[src/rtl/hazard3_fetch_ahb_bridge.sv]
// Fetch-port to AHB-Lite read-only bridge with a one-entry address-phase hold buffer.
// Optional macro HAZARD3_FETCH_ERR_CANCEL_EN: suppress address issue across a bus error response.
`default_nettype none

module hazard3_fetch_ahb_bridge #(
    parameter int W_ADDR = 32
) (
    input  logic              clk,
    input  logic              rst_n,

    input  logic [W_ADDR-1:0] mem_addr,
    input  logic              mem_size,
    input  logic              mem_priv,
    input  logic              mem_addr_vld,
    output logic              mem_addr_rdy,
    output logic [31:0]       mem_data,
    output logic              mem_data_err,
    output logic              mem_data_vld,

    output logic [W_ADDR-1:0] haddr,
    output logic [1:0]        htrans,
    output logic [2:0]        hsize,
    output logic [3:0]        hprot,
    output logic              hwrite,
    output logic              hmastlock,
    output logic [2:0]        hburst,
    input  logic              hready,
    input  logic              hresp,
    input  logic [31:0]       hrdata
);

    localparam logic [1:0] HTRANS_IDLE   = 2'b00;
    localparam logic [1:0] HTRANS_NONSEQ = 2'b10;

    logic              aph_vld;
    logic [W_ADDR-1:0] aph_addr;
    logic              aph_size;
    logic              aph_priv;
    logic              dph_vld;

    logic              err_block;
    logic              accept;
    logic              issue;
    logic              aph_done;
    logic              sel_size;
    logic              sel_priv;

`ifdef HAZARD3_FETCH_ERR_CANCEL_EN
    // Block across both error cycles so nothing can complete on the second one.
    assign err_block = dph_vld && hresp;
`else
    assign err_block = 1'b0;
`endif

    assign mem_addr_rdy = !aph_vld && !err_block;
    assign accept       = mem_addr_vld && mem_addr_rdy;

    always_comb begin
        issue    = 1'b0;
        sel_size = mem_size;
        sel_priv = mem_priv;
        haddr    = mem_addr;
        if (aph_vld) begin
            issue    = 1'b1;
            sel_size = aph_size;
            sel_priv = aph_priv;
            haddr    = aph_addr;
        end else begin
            issue    = mem_addr_vld;
        end
    end

    assign htrans    = (issue && !err_block) ? HTRANS_NONSEQ : HTRANS_IDLE;
    assign hsize     = sel_size ? 3'd2 : 3'd1;
    assign hprot     = {2'b00, sel_priv, 1'b0};
    assign hwrite    = 1'b0;
    assign hmastlock = 1'b0;
    assign hburst    = 3'b000;

    assign aph_done  = hready && (htrans == HTRANS_NONSEQ);

    // Address-phase hold and data-phase tracking
    always_ff @(posedge clk or negedge rst_n) begin
        if (!rst_n) begin
            aph_vld  <= 1'b0;
            aph_addr <= '0;
            aph_size <= 1'b0;
            aph_priv <= 1'b0;
            dph_vld  <= 1'b0;
        end else begin
            if (aph_done) begin
                aph_vld <= 1'b0;
                dph_vld <= 1'b1;
            end else begin
                if (accept) begin
                    aph_vld <= 1'b1;
                end
                if (hready) begin
                    dph_vld <= 1'b0;
                end
            end
            // The frontend may move on after acceptance, so a stalled request is frozen here.
            if (accept && !hready) begin
                aph_addr <= mem_addr;
                aph_size <= mem_size;
                aph_priv <= mem_priv;
            end
        end
    end

    // Response path is purely combinational from the data-phase handshake
    assign mem_data_vld = hready && dph_vld;
    assign mem_data_err = mem_data_vld && hresp;
    assign mem_data     = mem_data_vld ? hrdata : 32'h0;

endmodule

`default_nettype wire
[config.mk]
export PLATFORM = sky130hd
export DESIGN_NAME = hazard3_fetch_ahb_bridge
export DESIGN_NICKNAME = d
export VERILOG_FILES = /design/src/rtl/hazard3_fetch_ahb_bridge.sv
export SDC_FILE = /design/constraint.sdc
export NUM_CORES = 1
export LEC_CHECK = 0
export BUFFER_PORTS_ARGS = -buffer_cell sky130_fd_sc_hd__buf_2
export CORE_MARGIN = 3
export CORE_UTILIZATION = 37
export DETAILED_ROUTE_END_ITERATION = 12
export GPL_TIMING_DRIVEN = 0
export HOLD_SLACK_MARGIN = 0.15
export MAX_ROUTING_LAYER = met4
export PLACE_DENSITY_LB_ADDON = 0.25
export SKIP_LAST_GASP = 1
export SYNTH_ARGS = -nofsm -noshare
export SYNTH_HDL_FRONTEND = slang
export SYNTH_SLANG_ARGS = --single-unit
export TNS_END_PERCENT = 30
[constraint.sdc]
create_clock -name clk -period 1.5 [get_ports clk]
set_input_delay 0.075 -clock clk [delete_from_list [all_inputs] [get_ports clk]]
set_output_delay 0.075 -clock clk [all_outputs]
set_load 0.005 [all_outputs]
==> metrics.yaml, run 1 <==
sta:
  setup_violations: 36
  slew_headroom: 0.466
  fin_crit_ns: 1.53
  hold_violations: 0
  fmax_ghz: 0.655
  worst_pin_slew_ns: 0.802
  fin_crit_sh: 1.02
  setup_slack_ns: -0.0271
  slew_viol_final: 0
  fin_worst_skew_ns: 0.00779
  tns_ns: -0.484
  rsz0062_at_grt: "true"
outcome:
  status: "finished with violations"
  violations: "setup timing"
detailed_routing:
  drt-initial-drc-count: 51
  antenna_left: 0
  dr.pass1.iters: 4
  drc: 0
  wl_per_cell_um: 14.7
  vias: 2007
  wl_um: 6520
  viasPerCell: 4.52
worst_setup_path:
  reg2reg_depth: 5
  crit_start: "aph_vld"
  worst_setup_path_end_kind: "output port"
  cp_data_arrival_time_ns: 1.45
  critPathMaxStageDelay_ns: 0.36
  worstReg2RegStart: "aph_vld"
  worstPathCellList: "buf_8 -> buf_12 -> mux2i_2 -> inv_1 -> buf_4 -> buf_2"
  cp_slowest_cell: "dfrtp_1"
  cp_num_buf_inv: 5
  timing.rr.end: "aph_addr[13]"
  crit_type: "register to output port"
  rrSetupSlack_ns: -0.02
  cp.required_ns: 1.42
  crit_path_start_kind: "register"
  cp_top_family: "buffers and inverters"
  crit_fanout: 9
final_layout:
  n_antenna_cell: 0
  final_nets: 444
  nFillCells: 398
  drive_above_1_share: 0.655
  fin_util: 0.674
  syn_to_final_growth_pct: 68.9
  fin_cells: 444
clock_network:
  clock_sinks: 36
  cts_buffers: 5
  clk_pin_slew_ns: 0.07
  cts_tree: "done"
  clockBufferDepth: 2
  h-tree-depth: 2
  clock_latency_ns: 0.28
  clockRootBuffer: "clkbuf_8"
global_routing:
  grt_pass1_vias: 2029
  grt_max_degree: 37
  grt_pass1_wl_um: 9750
  grt_use_total: 0.196
  antenna_found_initial: 0
  overflow: 0
floorplan:
  design.core.area_mm2: 0.00530
  placementRows: 26
  start_util: 0.399
  die_y_um: 81.6
  boundaryPins: 152
  dieArea_mm2: 0.00666
  dieWidth_um: 81.6
logic_synthesis:
  synth_seq_cells: 36
  ys_seq_area_frac: 0.426
  avgSynthCellArea_um2: 12.2
  syn_inst: 174
  syn-cell-area_mm2: 0.00212
  yosys_warnings: 0
  yosys.cell_types.count: 14
place:
  place_inst: 393
  hpwlAfterDp_um: 4250
  dp_slack_ns: -0.177
  io_buffers: 140
  gp_congestion: 0.754
power:
  finalPower_mw: 2.92
  cellLeakagePower_nw: 1.90
  p_per_area_mw_per_mm2: 816
  peakVddDrop_v: 0.000634
flow_run:
  drv_cap: 0
worst_hold_path:
  hold_path_class: "input pin to asynchronous set/reset pin"
## worst max-delay path by stage
stage                               to  depth (start not counted)
final                         hsize[1]                          6
after global routing          hsize[1]                          6
after CTS                     hsize[1]                          6
after detailed placement   aph_addr[9]                          4
after global placement    aph_addr[29]                          4
after floorplan            aph_addr[0]                          4
## kinds of logic (layout without fill, tap and decap cells)
logic type	Yosys count	after routing	synth area share
buffers and inverters	30	221	0.0940
multiplexers	68	68	0.361
AO/OA/AOI/OAI	1	1	0.00236
other	1	10	0.00177
AND/OR/NAND/NOR	38	38	0.115
flip-flops	36	36	0.426
## Yosys cell counts
cell	number	share of area
conb_1	1	0.0018
a21oi_1	1	0.0024
clkbuf_1	6	0.011
inv_1	3	0.0053
mux2i_1	1	0.0047
buf_2	3	0.0071
mux2_2	67	0.36
buf_4	14	0.050
and3_1	33	0.098
nor2_1	3	0.0053
and2_1	1	0.0030
buf_6	4	0.021
nor3b_4	1	0.0089
dfrtp_1	36	0.43
## metrics by stage
stage	hold slack [ns]	cell area, µm²
after CTS	0.436	3480
after global placement	0.219	2940
final	0.449	3570
after floorplan	-0.221	2150
after detailed placement	0.215	2940
after global routing	0.469	3570
## layer usage
| layer | share of wire | vias up | global-route usage |
|---|---|---|---|
| li1 | - | 993 | - |
| met1 | 0.41 | 936 | 0.230 |
| met2 | 0.52 | 71 | 0.342 |
| met3 | 0.057 | 7 | 0.0417 |
| met4 | 0.0089 | 0 | 0.0532 |
| met5 | 0 | - | - |
## state kept, by name (all words and copies together), names as in the netlist
signal	cells
aph_priv	1
aph_addr	32
dph_vld	1
aph_size	1
aph_vld	1
## repair_timing
item	CTS	global route
endpoints found under the setup margin	62	78
cloned	0	2
hold buffers	37	0
hold endpoints to repair	72	0
resized for setup	11	10
pin swaps	1	0
setup buffers	4	0
## where the power goes
part	switching, mW	leakage, nW	internal, mW
Clock	0.339	0.0510	0.366
Sequential	0.0870	0.423	1.15
Combinational	0.356	1.42	0.618
Total	0.782	1.90	2.13
## cells in the final DEF (no fill, tap or decap), drive strengths merged
master       count
buf            165
mux2            67
dlygate4sd3     37
dfrtp           36
and3            33
clkbuf          14
conb            10
inv              3
nor2             3
clkinv           2
mux2i            1
nor3b            1
a21oi            1
and2             1
## worst register-to-register path, stage by stage (launching register included)
cell       delay, ns
dfrtp_1         0.39
buf_8           0.16
nor3b_4         0.23
buf_12          0.17
clkbuf_16       0.14
mux2_2          0.32
## area by class of cell
| type | count | area [µm²] | share of cell area |
|---|---|---|---|
| repair buffers | 183 | 1160 | 0.326 |
| multi-input cells | 117 | 1060 | 0.297 |
| flip-flops and latches | 36 | 901 | 0.252 |
| plain buffers | 27 | 256 | 0.0718 |
| well taps | 70 | 87.6 | 0.0245 |
| clock buffers | 6 | 82.6 | 0.0231 |
| inverters | 3 | 11.3 | 0.00315 |
| clock inverters | 2 | 10.0 | 0.00280 |
(Power assumes the default switching activity.)
==> inputs of run 2 (changes only) <==
CAP_MARGIN = 20   (was not set)
MAX_ROUTING_LAYER = not set   (was met4)
clock period = 1.2 ns   (was 1.5 ns; I/O delays follow)
==> metrics.yaml, run 2 (synthesis results as in run 1) <==
worst_setup_path:
  rrSetupSlack_ns: -0.28  # was -0.02 ns
  cp.required_ns: 1.37  # was 1.42 ns
  critPathMaxStageDelay_ns: 0.37  # was 0.36 ns
  worst_setup_path_end_kind: "register"  # was output port
  timing.rr.end: "aph_addr[6]"  # was aph_addr[13]
  cp_top_family: "buffers and inverters"  # unchanged
  cp-endpoint: "aph_addr[6]"  # was hsize[1]
  crit_cells: 5  # was 6
  worstReg2RegStart: "aph_vld"  # unchanged
  worstPathCellList: "buf_6 -> nor3b_4 -> buf_6 -> clkbuf_16 -> mux2_4"  # was buf_8 -> buf_12 -> mux2i_2 -> inv_1 -> buf_4 -> buf_2
  reg2reg_depth: 5  # unchanged
  cp_data_arrival_time_ns: 1.65  # was 1.45 ns
  cp_common_cell: "buf_6"
  cp_slowest_cell: "dfrtp_1"  # unchanged
  crit_path_start_kind: "register"  # unchanged
  crit_fanout: 8  # was 9
  crit_start: "aph_vld"  # unchanged
  crit_type: "register to register"  # was register to output port
  cp_num_buf_inv: 3  # was 5
floorplan:
  dieWidth_um: 81.6  # unchanged
  placementRows: 26  # unchanged
  start_util: 0.399  # unchanged
  boundaryPins: 152  # unchanged
  die_y_um: 81.6  # unchanged
  dieArea_mm2: 0.00666  # unchanged
  design.core.area_mm2: 0.00530  # unchanged
detailed_routing:
  dr.pass1.iters: 5  # was 4
  antenna_left: 0  # unchanged
  wl_um: 6680  # was 6520 µm
  wl_per_cell_um: 15.0  # was 14.7 µm
  drc: 0  # unchanged
  drt-initial-drc-count: 31  # was 51
  vias: 1994  # was 2007
  viasPerCell: 4.48  # was 4.52
sta:
  tns_ns: -20.48  # was -0.484 ns
  fin_worst_skew_ns: 0.00607  # was 0.00779 ns
  fin_crit_sh: 1.24
  fmax_ghz: 0.674
  worst_pin_slew_ns: 0.810  # was 0.802 ns
  setup_slack_ns: -0.283  # was -0.0271 ns
  setup_violations: 95  # was 36
  fin_crit_ns: 1.48
  hold_violations: 0  # unchanged
  slew_viol_final: 0  # unchanged
  rsz0062_at_grt: "true"  # unchanged
  slew_headroom: 0.460  # was 0.466
clock_network:
  h-tree-depth: 2  # unchanged
  cts_tree: "done"  # unchanged
  clock_latency_ns: 0.28  # about the same
  holdBufCountCts: 35  # was 37
  clockBufferDepth: 2  # unchanged
  clockRootBuffer: "clkbuf_8"  # unchanged
  cts_buffers: 5  # unchanged
  clk_pin_slew_ns: 0.07  # about the same
  clock_sinks: 36  # unchanged
global_routing:
  use_met2: 0.334  # was 0.342
  grt_use_met1: 0.208  # was 0.230
  grt_pass1_wl_um: 9190  # was 9750 µm
  busiest_layer: "met2"  # unchanged
  grt_use_total: 0.178  # was 0.196
  grt_pass1_vias: 1943  # was 2029
  overflow: 0  # unchanged
  grt_max_degree: 37  # unchanged
  grt_use_met3: 0.0373  # was 0.0417
  antenna_found_initial: 0  # unchanged
power:
  p_per_area_mw_per_mm2: 1080  # was 816 mW/mm²
  cellLeakagePower_nw: 2.02  # was 1.90 nW
  peakVddDrop_v: 0.000972  # was 0.000634 V
  finalPower_mw: 4.06  # was 2.92 mW
final_layout:
  regMostFlops: "aph_addr"  # unchanged
  n_antenna_cell: 0  # unchanged
  largest_reg_flops: 32  # unchanged
  syn_to_final_growth_pct: 76.9  # was 68.9%
  drive_above_1_share: 0.667  # was 0.655
  final_cell_mix: "buf_2, mux2_2, dfrtp_1, dlygate4sd3_1, and3_1"  # was buf_2, mux2_2, dlygate4sd3_1, dfrtp_1, and3_1
  layout_commonest_cell: "buf_2"  # unchanged
  final_nets: 445  # was 444
  fin_cells: 445  # was 444
  nFillCells: 390  # was 398
outcome:
  violations: "setup timing"  # unchanged
  status: "finished with violations"  # unchanged
place:
  io_buffers: 140  # unchanged
  hpwlAfterDp_um: 4250  # about the same
  gp_congestion: 0.872  # was 0.754
  place_inst: 393  # unchanged
  dp_slack_ns: -0.478  # was -0.177 ns
worst_hold_path:
  hold_path_class: "input pin to register"  # was input pin to asynchronous set/reset pin
flow_run:
  drv_cap: 0  # unchanged
run 2: changes by cell type in the layout (fill, tap and decap cells not counted), sizes merged:
cell,delta
dlymetal6s2s,+1
buf,+1
dlygate4sd3,-2
clkbuf,+2
bufinv,+1
clkinv,-2
run 2: layer usage:
metal | wire, µm | vias to the layer above
met5 | 0 | -
met1 | 2760 | 929
met2 | 3520 | 64
met3 | 331 | 8
li1 | - | 993
met4 | 63 | 0
run 2: area by class of cell:
| cell class | instances | area (µm²) | share of cell area |
|---|---|---|---|
| buffer | 26 | 238 | 0.0635 |
| clock buffer | 7 | 96.3 | 0.0257 |
| clock inverter | 1 | 30.0 | 0.00802 |
| inverter | 3 | 11.3 | 0.00301 |
| multi-input combinational | 117 | 1150 | 0.309 |
| sequential | 36 | 902 | 0.241 |
| tap | 70 | 87.6 | 0.0234 |
| timing repair buffer | 185 | 1220 | 0.327 |
run 2: worst min-delay path: cells and delay by family:
family                 cells  cell delay, ns
buffers and inverters      1            0.10
and+or+nand+nor            2            0.11
run 2: how the worst min path moves through the flow:
stage / startpoint / endpoint / slack, ns / depth (start not counted)
after floorplan: rst_n / aph_addr[0] / -0.24 / 0
after global placement: rst_n / aph_addr[8] / 0.20 / 1
after detailed placement: rst_n / aph_addr[8] / 0.20 / 1
after CTS: mem_addr_vld / aph_vld / 0.04 / 3
after global routing: mem_addr_vld / aph_vld / 0.04 / 3
final: mem_addr_vld / aph_vld / 0.03 / 3
run 2: power breakdown:
part,switching (mW),internal [mW],leakage [nW]
sequential,0.115,1.44,0.423
combinational,0.468,0.880,1.53
clock,0.421,0.733,0.0645
run 2: timing repair:
| item | 4_1_cts | 5_1_grt |
|---|---|---|
| pin swaps | 1 | 1 |
| gates resized for setup | 13 | 40 |
| buffers inserted | 4 | 1 |
| cloned | 0 | 5 |
| endpoints found under the hold margin | 72 | 2 |
| endpoints found under the setup margin | 100 | 99 |
run 2: through the flow:
stage	hold WS, ns	util	area [µm²]
after floorplan	-0.236	-	2150
after global placement	0.197	0.555	2940
after detailed placement	0.201	0.555	2940
after CTS	0.0414	0.659	3490
after global routing	0.0419	0.706	3740
final	0.0344	0.706	3740
